## src/rtl/mux4_rr_arbiter.sv

```systemverilog
// Round-robin arbiter driving a registered 4:1 mux path with one-cycle grant latency.
// Define MUX4_ARB_HOLD_LIMIT_EN to cap each grant at HOLD_CYCLES when others are waiting.
module mux4_rr_arbiter #(
  parameter int unsigned HOLD_CYCLES = 8
) (
  input  logic       clk,
  input  logic       rst_n,
  input  logic [3:0] req,
  input  logic       i0,
  input  logic       i1,
  input  logic       i2,
  input  logic       i3,
  output logic [3:0] gnt,
  output logic       s1,
  output logic       s0,
  output logic       y,
  output logic       y_vld
);

  typedef enum logic {
    IDLE,
    GRANT
  } state_t;

  if (HOLD_CYCLES < 2 || HOLD_CYCLES > 255) begin : g_bad_hold
    $error("HOLD_CYCLES must be in 2..255");
  end

  state_t     state_q, state_d;
  logic [1:0] ptr_q, ptr_d;
  logic [3:0] gnt_q, gnt_d;
  logic [1:0] sel_q, sel_d;
  logic       y_q, y_d;
  logic       y_vld_q, y_vld_d;

`ifdef MUX4_ARB_HOLD_LIMIT_EN
  logic [7:0] cnt_q, cnt_d;
`endif

  // First asserted request found when scanning base, base+1, ... modulo 4.
  function automatic logic [1:0] pick_winner(input logic [3:0] r, input logic [1:0] base);
    logic [1:0] win;
    logic [1:0] idx;
    win = base;
    for (int k = 3; k >= 0; k--) begin
      idx = base + 2'(k);
      if (r[idx]) win = idx;
    end
    return win;
  endfunction

  logic [3:0] others;
  logic [1:0] owner_nxt;
  logic       keep;
  logic [1:0] win;
  logic       y_mux;

  always_comb begin
    state_d   = state_q;
    ptr_d     = ptr_q;
    gnt_d     = gnt_q;
    sel_d     = sel_q;
    others    = req & ~gnt_q;
    owner_nxt = sel_q + 2'd1;
    keep      = 1'b0;
    win       = 2'd0;
`ifdef MUX4_ARB_HOLD_LIMIT_EN
    cnt_d     = cnt_q;
`endif
    case (state_q)
      IDLE: begin
        if (req != 4'b0000) begin
          win     = pick_winner(req, ptr_q);
          state_d = GRANT;
          gnt_d   = 4'b0001 << win;
          sel_d   = win;
`ifdef MUX4_ARB_HOLD_LIMIT_EN
          cnt_d   = 8'd1;
`endif
        end else begin
          gnt_d = 4'b0000;
        end
      end
      GRANT: begin
        keep = req[sel_q];
`ifdef MUX4_ARB_HOLD_LIMIT_EN
        // An exhausted owner yields only when someone else is actually waiting.
        if (keep && cnt_q >= 8'(HOLD_CYCLES) && others != 4'b0000) keep = 1'b0;
`endif
        if (keep) begin
`ifdef MUX4_ARB_HOLD_LIMIT_EN
          if (cnt_q < 8'(HOLD_CYCLES)) cnt_d = cnt_q + 8'd1;
`endif
        end else if (others != 4'b0000) begin
          win   = pick_winner(others, owner_nxt);
          gnt_d = 4'b0001 << win;
          sel_d = win;
          ptr_d = owner_nxt;
`ifdef MUX4_ARB_HOLD_LIMIT_EN
          cnt_d = 8'd1;
`endif
        end else begin
          state_d = IDLE;
          gnt_d   = 4'b0000;
          ptr_d   = owner_nxt;
`ifdef MUX4_ARB_HOLD_LIMIT_EN
          cnt_d   = 8'd0;
`endif
        end
      end
      default: begin
        state_d = IDLE;
        gnt_d   = 4'b0000;
      end
    endcase
  end

  always_comb begin
    y_mux = 1'b0;
    case (sel_q)
      2'd0:    y_mux = i0;
      2'd1:    y_mux = i1;
      2'd2:    y_mux = i2;
      default: y_mux = i3;
    endcase
    y_vld_d = (gnt_q != 4'b0000);
    y_d     = y_vld_d ? y_mux : 1'b0;
  end

  always_ff @(posedge clk or negedge rst_n) begin
    if (!rst_n) begin
      state_q <= IDLE;
      ptr_q   <= 2'd0;
      gnt_q   <= 4'b0000;
      sel_q   <= 2'd0;
      y_q     <= 1'b0;
      y_vld_q <= 1'b0;
    end else begin
      state_q <= state_d;
      ptr_q   <= ptr_d;
      gnt_q   <= gnt_d;
      sel_q   <= sel_d;
      y_q     <= y_d;
      y_vld_q <= y_vld_d;
    end
  end

`ifdef MUX4_ARB_HOLD_LIMIT_EN
  always_ff @(posedge clk or negedge rst_n) begin
    if (!rst_n) cnt_q <= 8'd0;
    else        cnt_q <= cnt_d;
  end
`endif

  assign gnt   = gnt_q;
  assign s1    = sel_q[1];
  assign s0    = sel_q[0];
  assign y     = y_q;
  assign y_vld = y_vld_q;

endmodule

```

## config.mk

```make
export PLATFORM = sky130hd
export DESIGN_NAME = mux4_rr_arbiter
export DESIGN_NICKNAME = d
export VERILOG_FILES = /design/src/rtl/mux4_rr_arbiter.sv
export SDC_FILE = /design/constraint.sdc
export NUM_CORES = 1
export LEC_CHECK = 0
export ABC_AREA = 1
export CORE_MARGIN = 3
export CORE_UTILIZATION = 35
export DETAILED_ROUTE_END_ITERATION = 6
export GPL_TIMING_DRIVEN = 0
export HOLD_SLACK_MARGIN = 0.02
export MAX_ROUTING_LAYER = met4
export PLACE_DENSITY_LB_ADDON = 0.25
export SLEW_MARGIN = 30
export SYNTH_ARGS = -nofsm -noshare
export SYNTH_HDL_FRONTEND = slang
export SYNTH_SLANG_ARGS = --single-unit
```

## constraint.sdc

```tcl
create_clock -name clk -period 2.77 [get_ports clk]
set_clock_uncertainty 0.1 [all_clocks]
set_input_delay 0.4155 -clock clk [delete_from_list [all_inputs] [get_ports clk]]
set_output_delay 0.4155 -clock clk [all_outputs]
set_load 0.005 [all_outputs]
```

==> key figures <==
Run status
  • Status: complete, no violations

CTS
  • Worst-Skew Late Latency: 0.28 ns
  • CTS tree: done
  • Clock buffer depth: 2
  • Sink Count: 11
  • Post-CTS Hold Buffers: 0
  • CTS root buf: clkbuf_4
  • Post-CTS Repair Setup Buffers: 0
  • CTS buffer count: 3
  • Reg clk slew, reported paths: around 0.07 ns
  • Cts repair resizes: 0
  • CTS H-tree lvls: 1

Critical path
  • CP cell instances: inv_2 -> ha_1 -> xor2_1 -> inv_1 -> nand2_1 -> nand2_1 -> inv_2 -> nand2_2 -> nand2_2 -> nand2_2 -> nand2_1 -> nand3_1 -> a21oi_2
  • CP peak stage delay: 0.50 ns
  • Peak fanout along the critical path: 8
  • R2r endpoint: gnt[2]
  • FF-to-FF path depth: 13
  • WP buf/inv: 3
  • Crit path capture type: flip-flop
  • FF-to-FF Start: sel_q[0]
  • Worst endpoint required time: 2.88 ns
  • CP Data Arrival Time: roughly 2.4 ns
  • R2r setup slk: 0.52 ns
  • Crit path launch type: flip-flop
  • Crit path kind: flip-flop to flip-flop
  • Max stage delay cell, worst path: dfrtp_1
  • CP Depth: 13
  • CP delay by family, top: simple AND/OR/NAND/NOR gates

Layout
  • Share of post-route cells with drive strength above 1: 8.65%
  • Final instance area: around 1300 um^2
  • Finished Core Util: 46.8%
  • Antenna diodes: 0
  • Area growth syn-to-layout: 22.7%
  • Filler cells: 302
  • Nets: 223

Timing
  • Final worst-path cycle share: 81.2%
  • Worst hold margin: 0.379 ns
  • Max_slew headroom: 64.8%
  • TNS Setup: 0 ns
  • Fin. Hold Viols: 0
  • Slew Viols, Final: 0
  • PnR worst setup slack: 0.521 ns
  • Min cycle time layout: roughly 2.2 ns
  • # setup viols final: 0
  • Unrepaired setup endpoints after global routing: no
  • Maximum clock frequency: 445 MHz
  • Worst-Margin Slew: 0.527 ns

Floorplanning
  • Core Region: 2880 um^2
  • Total I/O pin count: 18
  • Initial Util: 38.1%
  • Die X: 62.0 um
  • Vert. Die Dim: just over 60 um
  • FP Rows: 19
  • Die ar.: 3840 um^2

Power
  • Switching portion of total power: 54.7%
  • Lkg Pwr: between 0.7 and 0.8 nW
  • Pwr per Cell Area: 1390 nW/um^2
  • Internal: 0.847 mW
  • Sequential Power Share: 17.9%
  • Worst VDD drop: 0.663 mV
  • Comb pwr share: 76.0%
  • Clock power frac: between 6 and 7%
  • P_sw: 1.02 mW

Global routing
  • Pin count of the biggest net entering global routing: 12
  • Number of global-route vias before repair: 1031
  • Gr usage total: 16.4%
  • First-pass GRT wire length: 4.50 mm
  • Total grt overflow: 0
  • Initial antenna violation count: 0

Drt
  • DR vias/cell: about 4.6
  • Overall routed net length: 2.66 mm
  • DR WL/cell: between 10 and 15 um
  • DRC: 0
  • Initial DRT Pass Iterations: 4
  • Vias: 1155
  • DRT iter0 DRCs: 46
  • Antenna viol nets, final: 0

Yosys
  • Library cells used by synthesis: 22
  • Flops & latches, synth: 11
  • Syn avg cell area: 5.86 um^2
  • Post-Syn Area: ~1100 um^2
  • Syn Nets: between 200 and 250
  • Post-Syn Instances: between 150 and 200
  • Synth Warn #: 0
  • Sequential share of the synthesized area: 25.1%

Hold path
  • Min-Delay Path Class: primary input to async pin

Placed design
  • Gpl congestion: 0.853
  • Dpl cell area: 1320 um^2
  • Final HPWL from detailed placement: 2.13 mm
  • Port buffer count: 17
  • Post-place setup slack: between 0.4 and 0.5 ns

Job
  • Max-cap viol count: 0
-- layer usage --
| metal | global-route usage [%] | part of all wire (%) |
|---|---|---|
| met1 | 22.6 | 51 |
| met3 | 4.75 | 5.5 |
| met4 | 3.03 | 0.68 |
| met5 | - | 0 |
| met2 | 23.8 | 43 |
-- final cells by class --
cell class	instances	area (um^2)	area share [%]
sequential	11	275	20.5
timing repair buffer	17	170	12.7
buffer	2	18.8	1.40
inverter	32	120	8.93
tap	42	52.6	3.91
clock buffer	4	26.3	1.95
multi-input combinational	142	682	50.7
-- cells in the final DEF (no fill, tap or decap), types with 2 or more instances in the layout --
| cell type | n |
|---|---|
| inv_2 | 3 |
| dfrtp_1 | 11 |
| a31oi_1 | 2 |
| ha_1 | 4 |
| nand3_2 | 4 |
| nand2_1 | 71 |
| clkbuf_4 | 3 |
| nand3_1 | 16 |
| inv_1 | 29 |
| clkdlybuf4s50_1 | 17 |
| a21oi_1 | 3 |
| o21ai_0 | 9 |
| nor2_1 | 18 |
| nand4_1 | 4 |
| nand2_2 | 4 |
-- kinds of logic after synthesis --
family / share of synthesized area (%)
and+or+nand+nor: 46.7
buffers and inverters: 12.7
AOI/OAI and AO/OA: 10.2
DFF: 25.1
adders and majority gates: 4.57
xor gates and xnor gates: 0.799
-- per-stage QoR --
step	std cells	power, mW
detailed placement	246	1.75
global placement	246	1.75
finish	250	1.87
global route	250	2.13
floorplan	187	1.40
CTS	250	1.88
-- synth_stat cells --
library cell,count,area [um^2]
nand3_2,4,40.0
o22ai_1,1,6.26
inv_1,29,109
and2_2,1,7.51
o21ai_0,9,45.0
o31ai_1,1,7.51
ha_1,4,50.1
o21a_1,1,7.51
dfrtp_1,11,275
a21oi_1,3,15.0
o2111ai_1,1,8.76
buf_6,1,11.3
nand2_2,4,25.0
nand4_1,4,25.0
buf_4,1,7.51
nand3_1,16,80.1
inv_2,3,11.3
a31oi_1,2,12.5
xor2_1,1,8.76
nor2_1,18,67.6
nand2_1,71,267
a21oi_2,1,8.76
-- power groups by stage --
stage	clock network [mW]	logic (mW)	registers, mW
4_1_cts	0.119	1.43	0.334
5_1_grt	0.129	1.66	0.349
3_3_place_gp	0	1.41	0.336
2_1_floorplan	0	1.08	0.320
3_5_place_dp	0	1.42	0.336
6_report	0.115	1.42	0.334
-- worst max-delay path by stage --
stage / start / slack (ns) / end
floorplan: sel_q[0] / 0.79 / gnt[2]
global placement: req[1] / 0.43 / gnt[1]
detailed placement: req[1] / 0.41 / gnt[1]
CTS: sel_q[0] / 0.52 / gnt[2]
global route: sel_q[0] / 0.26 / gnt[2]
finish: sel_q[0] / 0.52 / gnt[2]
-- flip-flops by register name, summed over array words and instances, names as in the netlist --
register,count
gnt,4
ptr_q,2
sel_q,2
state_q,1
y,1
y_vld,1
No activity file was read; power rests on OpenSTA's default activity.
